File: config.mk
export PLATFORM = sky130hd
export DESIGN_NAME = execute_cycle
export DESIGN_NICKNAME = d
export VERILOG_FILES = /design/src/rtl/riscv_pkg.sv /design/src/rtl/execute_cycle_alu_core.sv /design/src/rtl/execute_cycle.sv
export SDC_FILE = /design/constraint.sdc
export NUM_CORES = 1
export LEC_CHECK = 0
export ABC_AREA = 0
export ABC_CLOCK_PERIOD_IN_PS = 6400
export CORE_MARGIN = 2
export CORE_UTILIZATION = 40
export DETAILED_ROUTE_END_ITERATION = 8
export GPL_TIMING_DRIVEN = 0
export PLACE_DENSITY = 0.67
export SYNTH_ARGS = -nofsm -noshare
export SYNTH_HDL_FRONTEND = slang
export SYNTH_SLANG_ARGS = --single-unit
File: constraint.sdc
create_clock -name clk -period 6.4 [get_ports clk]
set_input_delay 1.28 -clock clk [delete_from_list [all_inputs] [get_ports clk]]
set_output_delay 1.28 -clock clk [all_outputs]
set_load 0.02 [all_outputs]
File: src/rtl/riscv_pkg.sv
// Shared definitions for the RV32I execute stage: widths, ALU op codes,
// forwarding selects and branch funct3 codes.
package riscv_pkg;

    localparam int XLEN   = 32;
    localparam int REG_AW = 5;

    typedef enum logic [2:0] {
        ALU_ADD  = 3'b000,
        ALU_SUB  = 3'b001,
        ALU_AND  = 3'b010,
        ALU_OR   = 3'b011,
        ALU_XOR  = 3'b100,
        ALU_SLT  = 3'b101,
        ALU_SLL  = 3'b110,
        ALU_SLTU = 3'b111
    } alu_op_e;

    localparam logic [1:0] FWD_RF = 2'b00;
    localparam logic [1:0] FWD_W  = 2'b01;
    localparam logic [1:0] FWD_M  = 2'b10;

    localparam logic [2:0] BR_BEQ  = 3'b000;
    localparam logic [2:0] BR_BNE  = 3'b001;
    localparam logic [2:0] BR_BLT  = 3'b100;
    localparam logic [2:0] BR_BGE  = 3'b101;
    localparam logic [2:0] BR_BLTU = 3'b110;
    localparam logic [2:0] BR_BGEU = 3'b111;

endpackage

File: src/rtl/execute_cycle_alu_core.sv
// Purely combinational integer ALU of the execute stage; results wrap mod 2^XLEN.
module alu_core
    import riscv_pkg::*;
#(
    parameter int XLEN_P = riscv_pkg::XLEN
) (
    input  logic [XLEN_P-1:0] src_a,
    input  logic [XLEN_P-1:0] src_b,
    input  logic [2:0]        alu_control,
    output logic [XLEN_P-1:0] result
);

    logic signed [XLEN_P-1:0] src_a_s;
    logic signed [XLEN_P-1:0] src_b_s;

    assign src_a_s = src_a;
    assign src_b_s = src_b;

    always_comb begin
        result = '0;
        case (alu_op_e'(alu_control))
            ALU_ADD:  result = src_a + src_b;
            ALU_SUB:  result = src_a - src_b;
            ALU_AND:  result = src_a & src_b;
            ALU_OR:   result = src_a | src_b;
            ALU_XOR:  result = src_a ^ src_b;
            ALU_SLT:  result = {{(XLEN_P-1){1'b0}}, (src_a_s < src_b_s)};
            ALU_SLL:  result = src_a << src_b[4:0];
            ALU_SLTU: result = {{(XLEN_P-1){1'b0}}, (src_a < src_b)};
            default:  result = '0;
        endcase
    end

endmodule

File: src/rtl/execute_cycle.sv
// RV32I EX stage: operand forwarding, ALU, branch resolution and the EX/MEM register.
// Optional build macro EX_MUL_EN adds a MUL low-word op on ALU code 110.
module execute_cycle
#(
    parameter int XLEN   = 32,
    parameter int REG_AW = 5
) (
    input  logic              clk,
    input  logic              rst,
    input  logic              RegWriteE,
    input  logic              ResultSrcE,
    input  logic              MemWriteE,
    input  logic              JumpE,
    input  logic              BranchE,
    input  logic [2:0]        BranchOpE,
    input  logic [2:0]        ALUControlE,
    input  logic              ALUSrcE,
    input  logic [XLEN-1:0]   RD1_E,
    input  logic [XLEN-1:0]   RD2_E,
    input  logic [XLEN-1:0]   Imm_Ext_E,
    input  logic [XLEN-1:0]   PCE,
    input  logic [XLEN-1:0]   PCPlus4E,
    input  logic [REG_AW-1:0] RdE,
    input  logic [1:0]        ForwardAE,
    input  logic [1:0]        ForwardBE,
    input  logic [XLEN-1:0]   ResultW,
    input  logic              FlushE,
    input  logic              EnM,
    output logic              PCSrcE,
    output logic [XLEN-1:0]   PCTargetE,
    output logic              RegWriteM,
    output logic              ResultSrcM,
    output logic              MemWriteM,
    output logic [XLEN-1:0]   ALUResultM,
    output logic [XLEN-1:0]   WriteDataM,
    output logic [XLEN-1:0]   PCPlus4M,
    output logic [REG_AW-1:0] RdM
);
    import riscv_pkg::*;

    logic [XLEN-1:0]   src_a;
    logic [XLEN-1:0]   write_d;
    logic [XLEN-1:0]   src_b;
    logic [XLEN-1:0]   core_result;
    logic [XLEN-1:0]   alu_result;
    logic signed [XLEN-1:0] cmp_a_s;
    logic signed [XLEN-1:0] cmp_b_s;
    logic              branch_cond;

    logic              reg_write_d,  reg_write_q;
    logic              result_src_d, result_src_q;
    logic              mem_write_d,  mem_write_q;
    logic [XLEN-1:0]   alu_result_d, alu_result_q;
    logic [XLEN-1:0]   write_data_d, write_data_q;
    logic [XLEN-1:0]   pc_plus4_d,   pc_plus4_q;
    logic [REG_AW-1:0] rd_d,         rd_q;

    // Code 11 falls back to the register-file value, same as 00.
    always_comb begin
        case (ForwardAE)
            FWD_W:   src_a = ResultW;
            FWD_M:   src_a = alu_result_q;
            default: src_a = RD1_E;
        endcase
        case (ForwardBE)
            FWD_W:   write_d = ResultW;
            FWD_M:   write_d = alu_result_q;
            default: write_d = RD2_E;
        endcase
    end

    assign src_b = ALUSrcE ? Imm_Ext_E : write_d;

    alu_core #(.XLEN_P(XLEN)) u_alu_core (
        .src_a       (src_a),
        .src_b       (src_b),
        .alu_control (ALUControlE),
        .result      (core_result)
    );

`ifdef EX_MUL_EN
    logic mul_sel;
    logic [XLEN-1:0] mul_lo;

    assign mul_sel    = (ALUControlE == ALU_SLL) && !ALUSrcE && BranchOpE[0];
    assign mul_lo     = src_a * src_b;
    assign alu_result = mul_sel ? mul_lo : core_result;
`else
    assign alu_result = core_result;
`endif

    assign cmp_a_s = src_a;
    assign cmp_b_s = write_d;

    always_comb begin
        case (BranchOpE)
            BR_BEQ:  branch_cond = (src_a == write_d);
            BR_BNE:  branch_cond = (src_a != write_d);
            BR_BLT:  branch_cond = (cmp_a_s < cmp_b_s);
            BR_BGE:  branch_cond = (cmp_a_s >= cmp_b_s);
            BR_BLTU: branch_cond = (src_a < write_d);
            BR_BGEU: branch_cond = (src_a >= write_d);
            default: branch_cond = 1'b0;
        endcase
    end

    // Redirect is combinational and deliberately not gated by FlushE.
    assign PCSrcE    = JumpE | (BranchE & branch_cond);
    assign PCTargetE = PCE + Imm_Ext_E;

    // EX/MEM boundary: flush beats hold, hold beats load.
    always_comb begin
        reg_write_d  = reg_write_q;
        result_src_d = result_src_q;
        mem_write_d  = mem_write_q;
        alu_result_d = alu_result_q;
        write_data_d = write_data_q;
        pc_plus4_d   = pc_plus4_q;
        rd_d         = rd_q;
        if (FlushE) begin
            reg_write_d  = 1'b0;
            result_src_d = 1'b0;
            mem_write_d  = 1'b0;
            alu_result_d = '0;
            write_data_d = '0;
            pc_plus4_d   = '0;
            rd_d         = '0;
        end else if (EnM) begin
            reg_write_d  = RegWriteE;
            result_src_d = ResultSrcE;
            mem_write_d  = MemWriteE;
            alu_result_d = alu_result;
            write_data_d = write_d;
            pc_plus4_d   = PCPlus4E;
            rd_d         = RdE;
        end
    end

    always_ff @(posedge clk or negedge rst) begin
        if (!rst) begin
            reg_write_q  <= 1'b0;
            result_src_q <= 1'b0;
            mem_write_q  <= 1'b0;
            alu_result_q <= '0;
            write_data_q <= '0;
            pc_plus4_q   <= '0;
            rd_q         <= '0;
        end else begin
            reg_write_q  <= reg_write_d;
            result_src_q <= result_src_d;
            mem_write_q  <= mem_write_d;
            alu_result_q <= alu_result_d;
            write_data_q <= write_data_d;
            pc_plus4_q   <= pc_plus4_d;
            rd_q         <= rd_d;
        end
    end

    assign RegWriteM  = reg_write_q;
    assign ResultSrcM = result_src_q;
    assign MemWriteM  = mem_write_q;
    assign ALUResultM = alu_result_q;
    assign WriteDataM = write_data_q;
    assign PCPlus4M   = pc_plus4_q;
    assign RdM        = rd_q;

endmodule

==> results of run 1 <==
[layer usage]
metal,part of all wire,track usage
met5,0.00017,0
met4,0.058,0.201
met3,0.10,0.0847
met2,0.45,0.624
met1,0.39,0.492
[power by group through the flow]
stage	clock [uW]	sequential, uW	combinational (uW)
floorplan	0	808	1400
global route	670	767	2710
global placement	0	773	2330
CTS	654	761	2460
finish	641	764	2560
detailed placement	0	772	2340
[how the worst max path moves through the flow]
stage | endpoint | startpoint | slack, ns | depth (start not counted)
finish | PCSrcE | ForwardAE[0] | -0.02 | 18
global route | PCSrcE | ForwardBE[0] | -0.13 | 20
CTS | PCSrcE | ForwardAE[0] | -0.15 | 19
detailed placement | PCSrcE | ForwardAE[0] | -2.01 | 20
global placement | PCSrcE | ForwardAE[0] | -2.02 | 18
floorplan | PCSrcE | ForwardBE[0] | 0.23 | 18
[cells by family (layout without fill, tap and decap cells)]
group / count (synthesis) / after routing / synth area share
compound gates: 686 / 686 / 0.309
xor+xnor: 78 / 78 / 0.0474
fa+ha+maj: 167 / 167 / 0.146
buf+inv: 269 / 658 / 0.0761
flops: 104 / 104 / 0.180
mux: 112 / 112 / 0.0813
other cells: 0 / 2 / 0
simple gates: 524 / 524 / 0.159
[stage by stage]
stage	power (uW)	utilization	cell area [um2]	std cells
floorplan	2200	-	14400	1940
global placement	3100	0.520	18500	2751
detailed placement	3110	0.521	18500	2752
CTS	3870	0.547	19500	2780
global route	4150	0.552	19600	2792
finish	3960	0.552	19600	2792
[Yosys cell counts (all sizes together) (5+ instances only)]
cell    instances
a221o          45
mux2i          99
and3            5
mux2           12
nand2         168
ha            164
inv           139
dfrtp         104
nor4           13
o21a           12
o221ai         17
and4            6
o22ai          22
a22oi          20
a21oi         221
nor2          215
nand4           8
or2             6
nand2b         12
a32o           10
a31oi           7
o21bai         11
buf            45
xor2           14
a221oi         12
a211oi         26
o21ai         183
o32ai           5
xnor2          64
clkbuf         83
o31ai           7
nand3          26
a21o           24
nor3           31
nor2b          17
o211ai         21
or3             8
[final cells by class]
| cell class | count | area [um2] | area share |
|---|---|---|---|
| flip-flops and latches | 104 | 2600 | 0.132 |
| repair buffers | 375 | 3720 | 0.189 |
| inverters | 141 | 536 | 0.0273 |
| multi-input cells | 1567 | 11200 | 0.568 |
| plain buffers | 126 | 734 | 0.0374 |
| diodes | 2 | 5.00 | 0.000255 |
| clock inverters | 6 | 86.3 | 0.00440 |
| clock buffers | 10 | 229 | 0.0117 |
| well taps | 461 | 577 | 0.0294 |
[registers in the layout (all words and copies together), names as in the netlist]
name	count
ALUResultM	32
RdM	5
RegWriteM	1
MemWriteM	1
WriteDataM	32
ResultSrcM	1
PCPlus4M	32
[tightest hold or removal path, stage by stage (launching register included)]
cell and delay (ns):
dfrtp_1 0.34, a21oi_1 0.06, nor2_1 0.08
[timing repair]
item | CTS | global route
endpoints found under the setup margin | 27 | 10
buffers inserted | 14 | 9
cloned | 0 | 1
gates resized for setup | 174 | 29
pin swaps | 18 | 11
[layout by cell type (no fill, tap or decap), types with 8 or more instances in the layout]
| cell | synthesis | routed |
|---|---|---|
| or3_1 | 8 | 8 |
| o21ai_2 | 2 | 24 |
| nor2_1 | 214 | 214 |
| nand2_1 | 168 | 167 |
| buf_6 | 5 | 12 |
| o21bai_1 | 11 | 11 |
| buf_2 | 28 | 22 |
| clkbuf_1 | 83 | 68 |
| clkbuf_16 | 0 | 12 |
| o21ai_1 | 10 | 21 |
| a221o_1 | 45 | 45 |
| mux2i_1 | 97 | 97 |
| nor3_1 | 31 | 30 |
| a21o_1 | 24 | 24 |
| ha_1 | 164 | 157 |
| o21ai_4 | 1 | 10 |
| nor2b_1 | 16 | 16 |
| mux2_2 | 9 | 9 |
| o221ai_1 | 17 | 16 |
| clkdlybuf4s50_1 | 0 | 341 |
| a21oi_1 | 221 | 214 |
| nand3_1 | 26 | 25 |
| buf_4 | 1 | 27 |
| a211oi_1 | 24 | 21 |
| o21ai_0 | 170 | 128 |
| xor2_1 | 14 | 14 |
| nand4_1 | 8 | 8 |
| o21a_1 | 12 | 12 |
| inv_1 | 136 | 126 |
| a22oi_1 | 20 | 20 |
| dfrtp_1 | 104 | 104 |
| a221oi_1 | 11 | 9 |
| o211ai_1 | 20 | 20 |
| nor4_1 | 12 | 11 |
| inv_2 | 3 | 11 |
| a32o_1 | 10 | 10 |
| nand2b_1 | 12 | 12 |
| o22ai_1 | 22 | 22 |
| xnor2_1 | 64 | 64 |
==> summary.md, run 1 <==
| Metric | Value |
|---|---|
| Status | finished with violations |
| Violated checks | setup timing |
| Initial core utilization | 0.405 |
| H-tree depth | 3 |
| Hold Startpoint | WriteDataM[19]$_DFFE_PN0P_ |
| Post-Syn Nets | 2,324 |
| Dominant cells by area after synthesis | dfrtp_1, ha_1, a21oi_1, mux2i_1, o21ai_0 |
| Worst path required time | 5.12 ns |
| Clock transition at path regs | 0.08 ns |
| Pre-CTS setup slack | -2.01 ns |
| Clk_lat worst skew | 0.40 ns |
| Hold-critical path depth | 2 |
| Detailed Route Iter0 Violations | 2,151 |
| Die Y-Extent | 194 um |
| Post-DP HPWL | 61,000 um |
| Hold Vio Cnt, Final | 0 |
| Setup TNS | -0.0169 ns |
| Initial antenna violation count | 3 |
| First-pass GRT wire length | 111,000 um |
| Num ports | 354 |
| NumNets Final | 2,708 |
| Share of total power in combinational logic | 0.645 |
| Clock Sinks | 104 |
| Global-route congestion overflow total | 0 |
| Max-Cap Viols | 0 |
| Final WS setup | -0.0169 ns |
| Worst hold slack | 0.525 ns |
| Unrepaired setup endpoints after global routing | true |
| RR Startpoint | ALUResultM[0]$_DFFE_PN0P_ |
| Hold Crit Class | register to register |
| Largest delay share family, worst path | simple AND/OR/NAND/NOR gates |
| Final Max Slew Viols | 0 |
| Vias post-DR | 17,500 |
| Crit path buffers/inverters | 8 |
| Maximum clock path buffer count | 2 |
| Top FF cell, synth | dfrtp_1 |
| Total GRT Usage | 0.389 |
| Setup CP Type | primary input to primary output |
| Residual DRC | 0 |
| Minimum clock period | 6.42 ns |
| CTS root buf | clkbuf_16 |
| Site Rows | 69 |
| Crit Path Max Fanout | 7 |
| Leak Pwr | 0.00846 uW |
| Core area | 0.0356 mm2 |
| Clock power frac | 0.162 |
| Largest net degree at the start of global routing | 85 |
| Sw Pwr | 1930 uW |
| Slowest cell on the critical path | or4_4 |
| Layout cells sized above 1 | 0.0927 |
| Crit path largest cell delay | 0.59 ns |
| Synth area leader | dfrtp_1 |
| Avg Cell Area, Syn | 7.43 um2 |
| DRT Wirelength | 75,500 um |
| Initial DRT Pass Iterations | 7 |
| Seq cells post-synth | 104 |
| Number of CTS-inserted buffers | 9 |
| Worst path cell trace | dlymetal6s2s_1, inv_1, ha_4, clkinvlp_4, clkbuf_16, buf_4, o21ai_4, inv_1, ha_1, nand3_2, or4_4, o2111ai_4, a21oi_4, buf_4, o211ai_1, a221oi_2, or4_4, buf_6 |
| Hold path endpoint | WriteDataM[19]$_DFFE_PN0P_ |
| Vias in the first global route | 17,200 |
| Arrival time at the worst endpoint | 5.14 ns |
| Peak VDD IR | 0.148 mV |
| Sequential area share after synthesis | 0.180 |
| Yosys warns | 0 |
| Switch share | 0.487 |
| Cells after Synth | 1,940 |
| CTS tree | yes |
| Gpl congestion | 1.06 |
| Die W | 194 um |
| Crit. End Element | primary output |
| Setup Skew | 0.0205 ns |
| CTS Hold Bufs | 0 |
| Flop-to-flop setup slack | 1.13 ns |
| Reg2reg end | ALUResultM[28]$_DFFE_PN0P_ |
| Final worst path period share | 1.00 |
| FILL cells | 3,530 |
| Top cell type's share of synthesized area | 0.180 |
| CP Launch Type | primary input |
| Slew HR | 0.123 |
| Reg2reg path depth | 16 |
| Ys async rst share | 1.00 |
| Worst Tran Pin Value | 1.31 ns |
| Peak Freq | 0.156 GHz |
| Setup-failing EPs final | 1 |
| Post-Syn Area | 0.0144 mm2 |
| I/O Buffers | 350 |
| DR vias/cell | 6.27 |
| Die Outline Area | 0.0376 mm2 |
| Antenna Violating Nets Remaining | 0 |
| Pwr dens | 202 mW/mm2 |
| Yosys cell types | 91 |
| Post-synth EDFFs | 0 |
| Wire per inst | 27.1 um |
| Reg power frac | 0.193 |
| Layout area overhead | 36.2% |
| Internal power | 2030 uW |
Note: power is estimated with default switching activity, not from simulation.
==> run 2, diff against run 1 <==
ABC_CLOCK_PERIOD_IN_PS = 7000   (was 6400)
clock period = 7 ns   (was 6.4 ns; I/O delays follow)
==> run 2 against run 1 <==
The flow still finishes with violations (setup timing). Core utilization decreased by 0.85 points. Non-clock buffer count decreased by 15. Power decreased by 9.5%. Critical path depth increased by 1. Die area unchanged. Clock power decreased by 7.5%. Hold slack about the same. Combinational power decreased by 11%. Sequential share of layout area increased by 0.21 points. Cell area decreased by 1.5%. Cell count decreased by 0.50%. First-iteration DRC count decreased by 2.9%. Critical endpoint unchanged.
==> summary.md, run 2 (synthesis results as in run 1) <==
| Metric | Value |
|---|---|
| Status | finished with violations (unchanged) |
| Violated checks | setup timing (unchanged) |
| Met2 wire length | 33,500 um (was 33,700 um) |
| Multi-input combinational cell area | 0.0111 mm2 (was 0.0112 mm2) |
| Worst path cell trace | clkdlybuf4s50_1, inv_1, ha_1, buf_6, buf_2, a221o_1, o21ai_4, ha_4, a21o_1, a21o_1, a221o_1, a211oi_2, o21ai_2, a21oi_4, nand2_2, o221ai_2, a221oi_2, or4_4, buf_6 (was dlymetal6s2s_1, inv_1, ha_4, clkinvlp_4, clkbuf_16, buf_4, o21ai_4, inv_1, ha_1, nand3_2, or4_4, o2111ai_4, a21oi_4, buf_4, o211ai_1, a221oi_2, or4_4, buf_6) |
| Setup TNS | -0.00198 ns (was -0.0169 ns) |
| Final WS setup | -0.00198 ns (was -0.0169 ns) |
| Slowest cell on the critical path | or4_4 (unchanged) |
| Pwr dens | 185 mW/mm2 (was 202 mW/mm2) |
| Largest net degree at the start of global routing | 85 (unchanged) |
| Pre-CTS setup slack | -1.65 ns (was -2.01 ns) |
| Post-DP HPWL | 61,000 um (unchanged) |
| I/O Buffers | 350 (unchanged) |
| Hold Vio Cnt, Final | 0 (unchanged) |
| Worst path required time | 5.60 ns (was 5.12 ns) |
| Layout cells sized above 1 | 0.0778 (was 0.0927) |
| CTS Hold Bufs | 0 (unchanged) |
| Vias in the first global route | 17,100 (was 17,200) |
| DR vias/cell | 6.28 (was 6.27) |
| Final Max Slew Viols | 0 (unchanged) |
| Largest delay share family, worst path | compound AO/OA/AOI/OAI gates (was simple AND/OR/NAND/NOR gates) |
| Maximum clock path buffer count | 2 (unchanged) |
| Antenna Violating Nets Remaining | 0 (unchanged) |
| Num ports | 354 (unchanged) |
| Setup Skew | 0.0205 ns (about the same) |
| CTS root buf | clkbuf_16 (unchanged) |
| Arrival time at the worst endpoint | 5.60 ns (was 5.14 ns) |
| Minimum clock period | 7.00 ns |
| Initial core utilization | 0.405 (unchanged) |
| Uppermost layer routed | met4 (was met5) |
| H-tree depth | 3 (unchanged) |
| Setup-failing EPs final | 1 (unchanged) |
| Initial antenna violation count | 2 (was 3) |
| Switch share | 0.490 (was 0.487) |
| DRT Wirelength | 75,300 um (was 75,500 um) |
| Detailed Route Iter0 Violations | 2,089 (was 2,151) |
| Global-route congestion overflow total | 0 (unchanged) |
| Reg area | 0.00260 mm2 (unchanged) |
| Clock power frac | 0.165 (was 0.162) |
| Layout area overhead | 34.1% (was 36.2%) |
| Clock transition at path regs | 0.08 ns (about the same) |
| First-pass GRT wire length | 110,000 um (was 111,000 um) |
| Reg power frac | 0.195 (was 0.193) |
| Vias post-DR | 17,400 (was 17,500) |
| Site Rows | 69 (unchanged) |
| Max-Cap Viols | 0 (unchanged) |
| Setup CP Type | primary input to primary output (unchanged) |
| Worst hold slack | 0.524 ns (was 0.525 ns) |
| WL met1 | 29,800 um (was 29,700 um) |
| Gpl congestion | 1.06 (unchanged) |
| Flop-to-flop setup slack | 1.61 ns (was 1.13 ns) |
| Internal power | 1830 uW (was 2030 uW) |
| Unrepaired setup endpoints after global routing | true (unchanged) |
| Core area | 0.0356 mm2 (unchanged) |
| CP Launch Type | primary input (unchanged) |
| Leak Pwr | 0.00830 uW (was 0.00846 uW) |
| Total GRT Usage | 0.386 (was 0.389) |
| Clk_lat worst skew | 0.41 ns (was 0.40 ns) |
| Crit path largest cell delay | 0.52 ns (was 0.59 ns) |
| Most common cell after layout, fill and taps aside | clkdlybuf4s50_1 (unchanged) |
| Post-Layout Cell Count | 2,778 (was 2,792) |
| FILL cells | 3,537 (was 3,530) |
| Hold Crit Class | register to register (unchanged) |
| Sw Pwr | 1760 uW (was 1930 uW) |
| Worst Tran Pin Value | 1.32 ns (was 1.31 ns) |
| Share of total power in combinational logic | 0.640 (was 0.645) |
| Crit Path Max Fanout | 10 (was 7) |
| Slew HR | 0.116 (was 0.123) |
| Number of CTS-inserted buffers | 9 (unchanged) |
| Clock Sinks | 104 (unchanged) |
| Finished Core Util | 0.544 (was 0.552) |
| Die Y-Extent | 194 um (unchanged) |
| DR WL met3 | 7620 um (was 7770 um) |
| Final worst path period share | 1.00 |
| Placed cells | 2,752 (unchanged) |
| Die Outline Area | 0.0376 mm2 (unchanged) |
| Residual DRC | 0 (unchanged) |
| Peak VDD IR | 0.139 mV (was 0.148 mV) |
| Die W | 194 um (unchanged) |
| Wire per inst | 27.1 um (about the same) |
| Peak Freq | 0.143 GHz |
| CTS tree | yes (unchanged) |
| Commonest non-fill, non-tap cells in the layout | clkdlybuf4s50_1, a21oi_1, nor2_1 (unchanged) |
| Crit. End Element | primary output (unchanged) |
| NumNets Final | 2,693 (was 2,708) |
| Crit path buffers/inverters | 5 (was 8) |
| Initial DRT Pass Iterations | 7 (unchanged) |
## run 2: cell count changes in the layout (fill, tap and decap cells not counted), moves of 4 or more
| cell | before | now |
|---|---|---|
| o21ai_0 | 128 | 132 |
| inv_1 | 126 | 130 |
| clkdlybuf4s50_1 | 341 | 348 |
| buf_2 | 22 | 26 |
| inv_2 | 11 | 7 |
| buf_4 | 27 | 10 |
| ha_1 | 157 | 161 |
| clkbuf_8 | 4 | 0 |
| dlymetal6s2s_1 | 4 | 0 |
## run 2: worst register-to-register path, delay by kind of cell, from the launching register on
kind | cells | cell delay, ns
AO/OA/AOI/OAI | 8 | 2.62
XOR/XNOR | 1 | 0.15
adder cells (fa/ha/maj) | 2 | 0.82
buffers and inverters | 3 | 0.62
flip-flops | 1 | 0.53
AND/OR/NAND/NOR | 3 | 0.49
## run 2: metrics by stage
stage / total power [uW] / area [um2]
3_3_place_gp: 2830 / 18500
4_1_cts: 3470 / 19000
5_1_grt: 3750 / 19300
2_1_floorplan: 2020 / 14400
3_5_place_dp: 2840 / 18500
6_report: 3590 / 19300
## run 2: worst paths after layout
path                                            start                         end  cells after the start
min                        WriteDataM[21]$_DFFE_PN0P_  WriteDataM[21]$_DFFE_PN0P_                      2
max in group asynchronous                         rst  WriteDataM[10]$_DFFE_PN0P_                      2
max reg2reg                 ALUResultM[0]$_DFFE_PN0P_  ALUResultM[28]$_DFFE_PN0P_                     17
min reg2reg                WriteDataM[21]$_DFFE_PN0P_  WriteDataM[21]$_DFFE_PN0P_                      2
max                                      ForwardBE[1]                      PCSrcE                     19
min in group asynchronous                         rst   ALUResultM[0]$_DFFE_PN0P_                      1
## run 2: layout make-up
type,instances,area share
Antenna cell,3,0.000388
Buffer,127,0.0333
Clock buffer,10,0.0118
Clock inverter,6,0.00446
Inverter,141,0.0276
Multi-Input combinational cell,1567,0.571
Sequential cell,104,0.135
Tap cell,461,0.0298
Timing Repair Buffer,359,0.186
## run 2: layer usage
layer | up-vias | track usage
li1 | 7773 | -
met1 | 8331 | 0.485
met2 | 1095 | 0.610
met3 | 233 | 0.0938
met4 | 0 | 0.211
met5 | - | 0
## run 2: repair_timing
action | CTS | global route
endpoints found under the setup margin | 12 | 10
resized for setup | 84 | 76
pin swaps | 1 | 14
setup buffers | 1 | 7
## run 2: power groups by stage
stage	combinational (uW)	sequential (uW)	clock, uW
2_1_floorplan	1280	738	0
3_3_place_gp	2130	706	0
3_5_place_dp	2140	706	0
4_1_cts	2180	695	598
5_1_grt	2430	701	614
6_report	2290	699	593
